`src/rtl/encrypt_ctrl.sv`:
```
// encrypt_ctrl: iterative XOR/permute byte cipher sequencer, one round per clock.
// Define ENCRYPT_CFG_EN to enable the runtime key/permutation configuration port.

`ifndef XOR_KEY1
`define XOR_KEY1 8'hDE
`endif
`ifndef XOR_KEY2
`define XOR_KEY2 8'hAD
`endif
`ifndef XOR_KEY3
`define XOR_KEY3 8'hBE
`endif
`ifndef PERM_0
`define PERM_0 3'd7
`endif
`ifndef PERM_1
`define PERM_1 3'd6
`endif
`ifndef PERM_2
`define PERM_2 3'd5
`endif
`ifndef PERM_3
`define PERM_3 3'd4
`endif
`ifndef PERM_4
`define PERM_4 3'd3
`endif
`ifndef PERM_5
`define PERM_5 3'd2
`endif
`ifndef PERM_6
`define PERM_6 3'd1
`endif
`ifndef PERM_7
`define PERM_7 3'd0
`endif

module encrypt_ctrl #(
    parameter logic [7:0] KEY1_RST = `XOR_KEY1,
    parameter logic [7:0] KEY2_RST = `XOR_KEY2,
    parameter logic [7:0] KEY3_RST = `XOR_KEY3
) (
    input  logic       clk,
    input  logic       reset,
    input  logic       in_valid,
    output logic       in_ready,
    input  logic [7:0] in_data,
    input  logic       in_decrypt,
    output logic       out_valid,
    input  logic       out_ready,
    output logic [7:0] out_data,
    output logic       busy,
    input  logic       cfg_wr,
    input  logic [3:0] cfg_addr,
    input  logic [7:0] cfg_wdata,
    input  logic       cfg_commit,
    output logic       cfg_err
);

    typedef enum logic [1:0] {StIdle, StRun, StDone} state_e;

    // Entry i of a permutation lives in bits [3*i +: 3].
    localparam logic [23:0] PERM_RST = {`PERM_7, `PERM_6, `PERM_5, `PERM_4,
                                        `PERM_3, `PERM_2, `PERM_1, `PERM_0};

    function automatic logic [7:0] permute(input logic [7:0] x, input logic [23:0] p);
        logic [7:0] r;
        r = '0;
        for (int i = 0; i < 8; i++) r[i] = x[p[3*i +: 3]];
        return r;
    endfunction

    function automatic logic [7:0] permute_inv(input logic [7:0] x, input logic [23:0] p);
        logic [7:0] r;
        r = '0;
        for (int i = 0; i < 8; i++) r[p[3*i +: 3]] = x[i];
        return r;
    endfunction

    state_e      state_q;
    logic [7:0]  acc_q;
    logic [1:0]  rnd_q;
    logic        mode_q;
    logic        out_valid_q;
    logic        in_ready_q;
    logic        busy_q;

    logic [7:0]  key1, key2, key3;
    logic [23:0] perm;

`ifdef ENCRYPT_CFG_EN
    function automatic logic is_bijection(input logic [23:0] p);
        logic [7:0] seen;
        seen = '0;
        for (int i = 0; i < 8; i++) seen[p[3*i +: 3]] = 1'b1;
        return &seen;
    endfunction

    logic [7:0]  sh_key1_q, sh_key2_q, sh_key3_q;
    logic [7:0]  sh_key1_d, sh_key2_d, sh_key3_d;
    logic [23:0] sh_perm_q, sh_perm_d;
    logic [7:0]  act_key1_q, act_key2_q, act_key3_q;
    logic [23:0] act_perm_q;
    logic        cfg_err_q;
    logic        commit_take;

    // The write lands first so a same-cycle commit sees the updated shadow.
    always_comb begin
        sh_key1_d = sh_key1_q;
        sh_key2_d = sh_key2_q;
        sh_key3_d = sh_key3_q;
        sh_perm_d = sh_perm_q;
        if (cfg_wr) begin
            for (int i = 0; i < 8; i++) begin
                if (cfg_addr == 4'(i)) sh_perm_d[3*i +: 3] = cfg_wdata[2:0];
            end
            if (cfg_addr == 4'd8)  sh_key1_d = cfg_wdata;
            if (cfg_addr == 4'd9)  sh_key2_d = cfg_wdata;
            if (cfg_addr == 4'd10) sh_key3_d = cfg_wdata;
        end
        commit_take = cfg_commit && (state_q == StIdle) && !in_valid;
    end

    always_ff @(posedge clk) begin
        if (reset) begin
            sh_key1_q  <= KEY1_RST;
            sh_key2_q  <= KEY2_RST;
            sh_key3_q  <= KEY3_RST;
            sh_perm_q  <= PERM_RST;
            act_key1_q <= KEY1_RST;
            act_key2_q <= KEY2_RST;
            act_key3_q <= KEY3_RST;
            act_perm_q <= PERM_RST;
            cfg_err_q  <= 1'b0;
        end else begin
            sh_key1_q <= sh_key1_d;
            sh_key2_q <= sh_key2_d;
            sh_key3_q <= sh_key3_d;
            sh_perm_q <= sh_perm_d;
            if (commit_take) begin
                if (is_bijection(sh_perm_d)) begin
                    act_key1_q <= sh_key1_d;
                    act_key2_q <= sh_key2_d;
                    act_key3_q <= sh_key3_d;
                    act_perm_q <= sh_perm_d;
                    cfg_err_q  <= 1'b0;
                end else begin
                    cfg_err_q  <= 1'b1;
                end
            end
        end
    end

    assign key1    = act_key1_q;
    assign key2    = act_key2_q;
    assign key3    = act_key3_q;
    assign perm    = act_perm_q;
    assign cfg_err = cfg_err_q;
`else
    logic unused_cfg;
    assign unused_cfg = ^{cfg_wr, cfg_addr, cfg_wdata, cfg_commit};

    assign key1    = KEY1_RST;
    assign key2    = KEY2_RST;
    assign key3    = KEY3_RST;
    assign perm    = PERM_RST;
    assign cfg_err = 1'b0;
`endif

    logic [7:0] round_key;
    logic [7:0] mixed;
    logic [7:0] round_out;

    // Decrypt walks the keys in reverse and uses the inverse permutation.
    always_comb begin
        case (rnd_q)
            2'd0:    round_key = mode_q ? key3 : key1;
            2'd1:    round_key = key2;
            default: round_key = mode_q ? key1 : key3;
        endcase
        mixed = acc_q ^ round_key;
        if (rnd_q == 2'd2) begin
            round_out = mixed;
        end else begin
            round_out = mode_q ? permute_inv(mixed, perm) : permute(mixed, perm);
        end
    end

    always_ff @(posedge clk) begin
        if (reset) begin
            state_q     <= StIdle;
            acc_q       <= '0;
            rnd_q       <= '0;
            mode_q      <= 1'b0;
            out_valid_q <= 1'b0;
            in_ready_q  <= 1'b1;
            busy_q      <= 1'b0;
        end else begin
            unique case (state_q)
                StIdle: begin
                    if (in_valid) begin
                        acc_q      <= in_data;
                        mode_q     <= in_decrypt;
                        rnd_q      <= '0;
                        state_q    <= StRun;
                        in_ready_q <= 1'b0;
                        busy_q     <= 1'b1;
                    end
                end
                StRun: begin
                    acc_q <= round_out;
                    if (rnd_q == 2'd2) begin
                        rnd_q       <= '0;
                        state_q     <= StDone;
                        out_valid_q <= 1'b1;
                    end else begin
                        rnd_q <= rnd_q + 2'd1;
                    end
                end
                StDone: begin
                    if (out_ready) begin
                        state_q     <= StIdle;
                        out_valid_q <= 1'b0;
                        in_ready_q  <= 1'b1;
                        busy_q      <= 1'b0;
                    end
                end
                default: begin
                    state_q     <= StIdle;
                    out_valid_q <= 1'b0;
                    in_ready_q  <= 1'b1;
                    busy_q      <= 1'b0;
                end
            endcase
        end
    end

    assign in_ready  = in_ready_q;
    assign out_valid = out_valid_q;
    assign out_data  = acc_q;
    assign busy      = busy_q;

endmodule
```
`config.mk`:
```
export PLATFORM = sky130hd
export DESIGN_NAME = encrypt_ctrl
export DESIGN_NICKNAME = d
export VERILOG_FILES = /design/src/rtl/encrypt_ctrl.sv
export SDC_FILE = /design/constraint.sdc
export NUM_CORES = 1
export LEC_CHECK = 0
export CORE_MARGIN = 2
export CORE_UTILIZATION = 38
export CTS_BUF_LIST = sky130_fd_sc_hd__clkbuf_16
export DETAILED_ROUTE_END_ITERATION = 8
export GPL_TIMING_DRIVEN = 1
export PLACE_DENSITY = 0.75
export REMOVE_ABC_BUFFERS = 1
export SLEW_MARGIN = 20
export SYNTH_ARGS = -nofsm -noshare
export SYNTH_HDL_FRONTEND = slang
export SYNTH_SLANG_ARGS = --single-unit
```
`constraint.sdc`:
```
create_clock -name clk -period 1.25 [get_ports clk]
set_clock_uncertainty 0.1 [all_clocks]
set_input_delay 0.125 -clock clk [delete_from_list [all_inputs] [get_ports clk]]
set_output_delay 0.125 -clock clk [all_outputs]
set_load 0.005 [all_outputs]
```
# --- Yosys cells after proc, flatten, opt, wreduce, memory -nomap -nowiden ---
# Index checks and enable logic that the tools add are counted.
op_classes:
  n_addsub: 1
  n_eq_ne: 7
  n_bitwise: 3
  n_mux: 21
  reduce_logical: 8
ops:
  columns: ["operator", "n"]
  rows:
  - ["$mux 8", 2]
  - ["$pmux 8 s2", 1]
  - ["$mux 7", 2]
  - ["$pmux 7 s2", 1]
  - ["$mux 2", 5]
  - ["$pmux 1 s3", 3]
  - ["$reduce_and 3->1", 3]
  - ["$xor 8x8->8", 1]
  - ["$ne 2x2->1 const B", 3]
  - ["$pmux 2 s3", 1]
  - ["$mux 1", 5]
  - ["$eq 2x1->1 const B", 2]
  - ["$eq 2x2->1 const B", 2]
  - ["$logic_not 2->1", 2]
  - ["$pmux 2 s2", 1]
  - ["$reduce_and 2->1", 2]
  - ["$add 2x1->2 const B", 1]
  - ["$not 1->1", 2]
  - ["$reduce_bool 2->1", 1]
word_totals:
  reg_bits: 16
  output_inout_bits: 12
  wordCells: 47
  in_bits: 27

# --- Logic depth before layout (Yosys ltp) ---
# Gate-level depths: netlist of the first run.
depth:
  word_depth: 5
  depth_mapped: 6
  ltp_nobuf: 4

# --- Worst setup path before layout of the first run ---
# OpenSTA, ideal clock, no wires.
synth_path:
  path_kind: "register to register"
  from: "register state_q[1]"
  to: "register acc_q[6], in the netlist out_data[6]"
  setup_time_ps: 134
  t_required_ps: 1016
  stages_incl_launch_ff: 7
  period_less_slack_ps: 1325
  setup_slack_ps: -75
  n_path_buf: 2
  t_arrival_ps: 1091
  cell_sequence: "dfxtp_1 buf_6 nand4bb_1 buf_6 nor2_1 a2111oi_1 nor3_1"
synth_between:
  elab_chain_cells: 3
  word_cells_on_any_way: 6
  cone_classes: "2 x eq/ne; 1 x mux; 3 x reduce/logical"
synth_lines:
  columns: ["element", "line", "text"]
  rows:
  - ["start, declared", "80", "state_e state_q;"]
  - ["start signal, assigned", "191", "state_q <= StIdle;"]
  - ["start signal, assigned", "205", "state_q <= StRun;"]
  - ["start signal, assigned", "214", "state_q <= StDone;"]
  - ["$eq 2x1->1 or $logic_not 2->1 (tied branches)", "199", "unique case (state_q)"]
  - ["$reduce_bool 2->1 (no source line) or $ne 2x2->1 (tied branches)", null, null]
  - ["$reduce_and 2->1 (no source line)", null, null]
  - ["end signal, assigned", "202", "acc_q <= in_data;"]
  - ["end signal, assigned", "211", "acc_q <= round_out;"]
  - ["end, declared", "81", "logic [7:0] acc_q;"]
# Parallel ways exist; a longest one is shown, timed or not.
# A chain may end at the register's enable or synchronous reset.

# --- Final worst setup path of the first run ---
layout_path:
  from: "register state_q[0]"
  to: "register acc_q[4], in the netlist out_data[4]"
# Same word-level chain as after synthesis.

==> results of run 1 <==
power groups by stage:
stage,combinational (mW),clock [mW],sequential [mW]
CTS,0.388,0.648,0.607
finish,0.438,0.648,0.611
global route,0.473,0.671,0.617
detailed placement,0.365,0,0.617
global placement,0.355,0,0.614
floorplan,0.155,0,0.618
synthesized netlist by cell type (2+ instances only):
library cell / number / area [um^2]
o211ai_1: 2 / 15.0
inv_1: 5 / 18.8
and3_1: 2 / 12.5
xnor2_1: 2 / 17.5
nand2b_1: 3 / 18.8
o21ai_0: 6 / 30.0
a21oi_1: 9 / 45.0
buf_6: 3 / 33.8
o21ai_1: 3 / 15.0
nand2_1: 6 / 22.5
a211oi_2: 2 / 25.0
o221a_2: 2 / 22.5
nor3_1: 6 / 30.0
buf_4: 2 / 15.0
buf_2: 3 / 15.0
nor2_1: 23 / 86.3
a22oi_1: 2 / 15.0
a31oi_1: 2 / 12.5
nand3_1: 2 / 10.0
xor2_1: 3 / 26.3
dfxtp_1: 16 / 320
nand3b_1: 2 / 15.0
nor2_2: 2 / 12.5
worst min-delay path by stage:
stage                    start  cells past startpoint  slack [ns]     endpoint
finish              in_decrypt                      3        0.34       mode_q
floorplan                reset                      1        0.09  out_data[3]
detailed placement   out_valid                      2        0.39    out_valid
global route        in_decrypt                      3        0.35       mode_q
global placement     out_valid                      2        0.37    out_valid
CTS                 in_decrypt                      3        0.35       mode_q
through the flow:
| stage | power [mW] | hold slack (ns) | util (%) | instance area (um^2) | instances |
|---|---|---|---|---|---|
| 2_1_floorplan | 0.773 | 0.0896 | - | 890 | 114 |
| 3_5_place_dp | 0.982 | 0.393 | 53.8 | 1310 | 187 |
| 6_report | 1.70 | 0.339 | 67.3 | 1640 | 202 |
| 4_1_cts | 1.64 | 0.348 | 61.4 | 1490 | 196 |
| 5_1_grt | 1.76 | 0.350 | 67.3 | 1640 | 202 |
| 3_3_place_gp | 0.969 | 0.372 | 53.8 | 1310 | 187 |
metal layers:
| layer | wire, um | global-route usage, % |
|---|---|---|
| met1 | 1350 | 24.9 |
| met2 | 1600 | 38.8 |
| met3 | 153 | 6.67 |
| met4 | 53 | 7.92 |
| met5 | 0 | 0 |
final cells by class:
| cell class | instances | area (um^2) | share of cell area (%) |
|---|---|---|---|
| repair buffers | 54 | 475 | 29.1 |
| inverters | 5 | 21.3 | 1.30 |
| flip-flops and latches | 16 | 360 | 22.0 |
| clock buffers | 3 | 75.1 | 4.59 |
| multi-input cells | 93 | 663 | 40.5 |
| clock inverters | 1 | 3.75 | 0.229 |
| well taps | 30 | 37.5 | 2.29 |
cells by family after synthesis:
| logic type | Yosys count | share of synthesized area, % |
|---|---|---|
| xor gates and xnor gates | 5 | 4.58 |
| AOI/OAI and AO/OA | 35 | 25.6 |
| and+or+nand+nor | 52 | 26.9 |
| other | 1 | 0.392 |
| DFF | 16 | 33.5 |
| buffers and inverters | 14 | 9.02 |
worst reg2reg max path: cells and delay by family (launching register included):
| family | cells | cell delay [ns] |
|---|---|---|
| buffers and inverters | 1 | 0.13 |
| AOI/OAI and AO/OA | 1 | 0.29 |
| and+or+nand+nor | 3 | 0.34 |
| DFF | 1 | 0.36 |
state kept, by name (all words and copies together), names as in the netlist:
register,cells
out_data,8
rnd_q,2
state_q,2
busy,1
in_ready,1
mode_q,1
out_valid,1
what timing repair did:
item                                    in CTS  in global routing
pin swaps                                    6                 11
endpoints found under the setup margin      22                 12
resized for setup                           46                 22
hold endpoints to repair                     0                  0
setup buffers                                5                  6
placed cells by master, fill, tap and decap left out, types with 3 or more instances in the layout:
cell type / n
a21oi_1: 8
buf_4: 24
buf_6: 7
clkbuf_16: 3
clkdlybuf4s50_1: 12
dfxtp_2: 5
dfxtp_4: 9
dlygate4sd2_1: 11
inv_1: 4
nand2_1: 6
nor2_1: 20
nor2_2: 4
nor3_2: 4
o21ai_1: 6
==> results by group, run 1 <==
Route
  • DR iter-0 viols: 27
  • WL per Instance: 15.7 um
  • Post-DR vias/cell: around 5.5
  • DRT Wirelength: 3.16 mm
  • Final routed DRC violation total: 0
  • Via Count: 1110
  • First-pass DRT Iterations: 5
  • Detail Route Antenna Nets: 0

Power
  • Int Pwr: 1.22 mW
  • Switch Pwr: 0.474 mW
  • Seq pwr share: a little over a third
  • Static Leak: a little under 0.7 nW
  • PD cells: 1040 mW/mm^2
  • Clk network pwr share: 38.2%
  • Peak supply drop: 0.00106 V
  • Comb power frac: 25.8%
  • Sw Ratio: roughly 28%

Die
  • Initial core utilization: 39.4%
  • Die area: 0.00294 mm^2
  • Die H: ~54 um
  • Core ar.: 0.00243 mm^2
  • Top Ports: 39
  • Num rows: 18
  • Die X: between 50 and 60 um

Yosys
  • Synthesized flop and latch total: 16
  • Distinct cells, synth: 38
  • Synthesized cell area: 957 um^2
  • Number of synthesized flops with an enable pin: 0
  • YS warnings: 0
  • Seq/Total Area, Yosys: 33.5%
  • Syn avg cell area: roughly 7.8 um^2
  • Post-synth ARST share: 0%
  • Mapped Cells: 123
  • Ys flop type: dfxtp_1

Final layout
  • Antenna cells: 0
  • Final net count: 200
  • Share of layout cells above drive strength 1: 43.6%
  • Fillcell total: 184
  • Synthesis-to-finish area growth: 71.0%

STA
  • Period utilization: 106%
  • Fmax: 753 MHz
  • Final WS setup: -0.0780 ns
  • Setup violations, final: 10
  • Min Clock Period, post-route: 1.33 ns
  • Fin Setup TNS: -0.502 ns
  • Final hold violations: 0
  • Final Max Slew Viols: 0
  • RSZ-0062 raised after global routing: yes

Critical path
  • Flop2flop setup slack: -0.08 ns
  • WP data arrival: approximately 1.4 ns
  • Crit. End Element: register
  • Cells on worst reg2reg path: 5
  • Critical path class: reg2reg
  • Highest cell delay on the worst timing path: 0.36 ns
  • Setup crit end: out_data[4]
  • Worst R2R Start: state_q[0]
  • CP top delay family: flip-flops
  • Highest-delay cell along the critical path: dfxtp_4
  • CP Cell Sequence: buf_4 -> nand2b_2 -> nor3_2 -> a2111oi_4 -> nor3_2
  • CP dominant cell by count: nor3_2
  • Required time of the critical path: 1.29 ns
  • Crit path depth: 5
  • Worst Setup Start Kind: register
  • Crit path buf inv count: 1
  • Crit path max fanout: 6
  • Critical Path Source: state_q[0]
  • Reg-to-reg endpoint: out_data[4]

Clock tree
  • Clk slew on worst S/H paths: 0.05 ns
  • Clock Latency Late Sink: approximately 0.25 ns
  • CTS tree: built
  • # hold bufs at CTS: 0
  • CTS root buf: clkbuf_16
  • CTS buffer count: 3
  • Clk buf depth: 2
  • Clock sink count: 16
  • H-tree depth: 1

Place
  • Detailed placer's ending HPWL: 1.95 mm
  • Port-buffer cells: 23
  • Dpl ws: -0.287 ns
  • Routability Congestion: 0.761

Global routing
  • Vias in the first global route: 1056
  • GRT Residual Overflow: 0
  • First-pass GRT wire length: 4.56 mm
  • Pin count of the biggest net entering global routing: 11
  • Total track usage: around 22%
  • Initial antenna violation count: 0

Run
  • Max-cap check violation count: 0

Worst hold path
  • Hold Path Class: in2reg

Run status
  • Status: finished, violations left
  • Failing checks: negative setup slack
No activity file was read; power rests on OpenSTA's default activity.
==> run 2, diff against run 1 <==
Settings changed: HOLD_SLACK_MARGIN set to 0.1.
==> results of run 2 <==
No change in the layout: final DEF, timing and power equal those of run 1.
==> patch 1: new RTL, settings of run 1 <==
Add a define of `ENCRYPT_CFG_EN`.
--- a/src/rtl/encrypt_ctrl.sv
+++ b/src/rtl/encrypt_ctrl.sv
@@ -1,4 +1,6 @@
 // encrypt_ctrl: iterative XOR/permute byte cipher sequencer, one round per clock.
 // Define ENCRYPT_CFG_EN to enable the runtime key/permutation configuration port.
+
+`define ENCRYPT_CFG_EN
 
 `ifndef XOR_KEY1
Behaviour: not the same (Yosys sat finds a counterexample within 4 cycles, from zero or initial values and one cycle with reset high).
==> patch 1 against run 1 <==
  * The run still ends with setup timing left
  * Via count rose to 9.2 times the old value
  * Cell area increased to 8.0 times the old value
  * Sequential share of layout area shrank 4.5 points
  * Largest cell class unchanged
  * Critical path depth grew 5
  * Area after synthesis grew to 8.5 times the old value
  * Critical endpoint is now out_data[6]
  * Worst setup slack lost 1.6 ns
  * Total power grew to 7.4 times the old value
  * Routed wire length grew to 12 times the old value
  * Sequential cell count grew 97
  * Largest power group unchanged
==> patch 1: results (changes against run 1) <==
[run_status]
status=finished with violations
violations=setup timing

[worst_setup_path]
cpPeakStageDelay_ns=0.53  ; +0.17 ns
cp_top_family=compound AO/OA/AOI/OAI gates
worstReg2RegStart=rnd_q[0]
cp_max_fo=11  ; +5
critPathSlowestCell=or4b_1

[worst_hold_path]
holdPathStages=4  ; +1
holdPathEnd=sh_perm_q[6]
min_from=reset

[placed_design]
pre_cts_ws_ns=-2.098  ; -1.811 ns
placed_cells=1543  ; +730%
gp_congestion=1.023  ; +35%
portBuffers=38  ; +65%
placed_area_mm2=0.01080  ; +730%

[global_routing]
grt_pass1_wl_mm=55.34  ; +1100%
grt_usage_pct=32.13  ; +10 points
grt_max_degree=44  ; +33

[synthesis]
synthCells=1009  ; +720%
synth_compound_area_share_pct=18.78  ; -6.8 points
synthXorXnorAreaFrac_pct=0.2166  ; -4.4 points
ys_top_cells_by_count=dfxtp_1 (113), nand2_1 (104), nor2_1 (95)

[layout]
nNetsFinal=1363  ; +580%
multi_input_area_mm2=0.006301  ; +850%
multi_input_gates=803  ; +760%
regArea_mm2=0.002296  ; +540%
buf_share_pct=26.79  ; -2.3 points

[detailed_routing]
wirelength_mm=38.24  ; +1100%
firstDrtPassIters=8  ; +3
drt_iter0_markers=1113  ; +4000%

[power_and_ir_drop]
clkPwrFrac_pct=40.4  ; +2.2 points
p_int_mw=8.826  ; +620%
leakagePower_nw=5.303  ; +670%
combPwrFrac_pct=29.7  ; +3.9 points

[clocking]
clock_latency_ns=0.43  ; +0.18 ns
h-tree-depth=4  ; +3

[floorplan]
die_x_um=149.9  ; +180%

[timing]
setup-violations-final=77  ; +67
setup_slack_ns=-1.661  ; -1.583 ns
finalSetupTns_ns=-69.43  ; -68.93 ns
holdWs_ns=0.01668  ; -0.3228 ns

[patch 1: cell count changes in the layout (fill, tap and decap cells not counted), moves of 20 or more]
cell,before,now
a21oi_1,8,28
buf_4,24,276
buf_6,7,54
dfxtp_1,2,92
mux2_2,0,51
mux2i_1,0,48
nand2_1,6,96
nand2b_1,2,40
nand3_1,2,28
nor2_1,20,79
nor2b_1,1,34
o21ai_0,2,23
or2_2,0,30
[patch 1: layer usage]
| metal | GRT usage, % | share of wire [%] | vias to the layer above |
|---|---|---|---|
| met1 | 38.00 | 37 | 4815 |
| met5 | 0 | 0 | - |
| met4 | 21.51 | 8.5 | 0 |
| met3 | 5.335 | 8.8 | 264 |
| met2 | 53.40 | 46 | 692 |
| li1 | - | - | 4393 |
[patch 1: timing repair]
item,CTS,global route
endpoints found under the setup margin,123,97
pin swaps,47,38
cloned,9,0
resized for setup,244,143
buffers inserted,31,23
hold buffers,0,0
==> patch 2: new RTL, settings of run 1 <==
Made on the original files. Re-encode `state_e` (3 states) as one-hot, 3 bits wide.
--- a/src/rtl/encrypt_ctrl.sv
+++ b/src/rtl/encrypt_ctrl.sv
@@ -58,5 +58,5 @@
 );
 
-    typedef enum logic [1:0] {StIdle, StRun, StDone} state_e;
+    typedef enum logic [2:0] {StIdle = 3'b001, StRun = 3'b010, StDone = 3'b100} state_e;
 
     // Entry i of a permutation lives in bits [3*i +: 3].
Behaviour: same outputs for any inputs over 10 cycles, from zero or initial values and one cycle with reset high; not proved beyond that.
==> patch 2 against run 1 <==
  * The run still ends with setup timing left
  * Sequential cell count rose by 1
  * Sequential power rose by 9.0%
  * Area after synthesis rose by 9.9%
  * Cell area rose by 17%
  * Routed wire length rose by 36%
  * Fmax fell by 13%
  * Cell count rose by 11%
  * Total power rose by 18%
  * Worst setup slack got worse by 0.21 ns
  * Critical path type unchanged
  * Critical endpoint unchanged
  * Largest cell class unchanged
  * Largest power group is now combinational logic
  * Highest routed layer unchanged
==> patch 2: results (changes against run 1) <==
[global_routing]
grt_max_degree=11  ; unchanged
antenna_found_initial=0  ; unchanged
grt_usage_pct=25.26  ; +3.2 points
grt_pass1_wl_mm=6.210  ; +36%

[timing]
setup-violations-final=16  ; +6
finalSetupTns_ns=-2.826  ; -2.325 ns
setup_slack_ns=-0.2843  ; -0.2062 ns

[placed_design]
placed_area_mm2=0.001560  ; +19%
portBuffers=23  ; unchanged
gp_congestion=0.8944  ; +18%
placed_cells=213  ; +14%
pre_cts_ws_ns=-0.3585  ; -0.07112 ns
place_hpwl_mm=2.276  ; +16%

[power_and_ir_drop]
leakagePower_nw=0.8171  ; +19%
power_mw=2.002  ; +18%
p_clk_mw=0.648  ; about the same
seq_power_share_pct=33.3  ; -2.7 points
peakVddDrop_v=0.001039  ; -2.2%
p_switching_mw=0.6004  ; +27%

[worst_setup_path]
cp_max_fo=10  ; +4
worst-endpoint-arrival_ns=1.60  ; +0.24 ns

[clocking]
path_clk_slew_ns=0.05  ; about the same
postCtsSetupBuffers=5  ; unchanged
clockBufferDepth=2  ; unchanged
cts_resized=56  ; +22%
h-tree-depth=1  ; unchanged
clock_latency_ns=0.25  ; about the same

[detailed_routing]
wirelength_mm=4.291  ; +36%
firstDrtPassIters=4  ; -1
drt_iter0_markers=58  ; +110%
avgRoutedWirePerCell_um=19.16  ; +22%
vias_per_cell=5.808  ; +5.7%

[synthesis]
synth_cell_type_count=46  ; +21%
synthArstFlopShare_pct=0  ; unchanged
synthCells=130  ; +5.7%
synth_warnings=0  ; unchanged
yosys-top-cells-area=dfxtp_1 (32%), a21oi_1 (7.1%), nor2_1 (6.4%), o21ai_0 (4.3%), buf_2 (3.3%)
synthXorXnorAreaFrac_pct=4.162  ; -0.41 points
synth_fa_ha_area_share_pct=0  ; unchanged
synth_compound_area_share_pct=27.94  ; +2.3 points
synthMuxAreaShare_pct=1.902  ; +1.9 points
ys_top_cells_by_count=nor2_1 (18), dfxtp_1 (17), a21oi_1 (15)
ys_seq_area_share_pct=32.34  ; -1.1 points
synth_edf_count=0  ; unchanged

[run_status]
status=finished with violations
violations=setup timing

[worst_hold_path]
hold_path_class=input pin to flop

[layout]
antenna_cells=0  ; unchanged
largest_reg_flops=8  ; unchanged
drive_gt1_share_pct=49.74  ; +6.1 points
nNetsFinal=221  ; +11%

-- patch 2: final timing paths --
check	start	to	slack [ns]	cells past startpoint
setup / recovery	rnd_q[1]	out_data[4]	-0.28	4
hold / removal	in_decrypt	mode_q	0.36	3
setup reg to reg	rnd_q[1]	out_data[4]	-0.28	4
hold reg to reg	in_ready	in_ready	0.37	1
-- patch 2: per-layer routing --
metal	global-route usage [%]	vias up	wire length, µm
met5	0	-	0
met4	13.95	0	99
met3	3.687	13	237
met2	45.18	61	2283
met1	28.29	627	1670
li1	-	600	-
-- patch 2: area by class of cell --
type | count | area (µm²)
flip-flops and latches | 17 | 370.4
clock buffers | 3 | 75.07
fillers | 176 | 769.5
multi-input cells | 101 | 809.5
repair buffers | 70 | 615.6
inverters | 1 | 3.754
well taps | 31 | 38.79
clock inverters | 1 | 3.754
-- patch 2: critical path, cell delays in order, from the launching register on --
cell,delay [ns]
dfxtp_4,0.40
nor2b_1,0.32
mux2i_1,0.31
o22ai_2,0.13
nor3_2,0.18
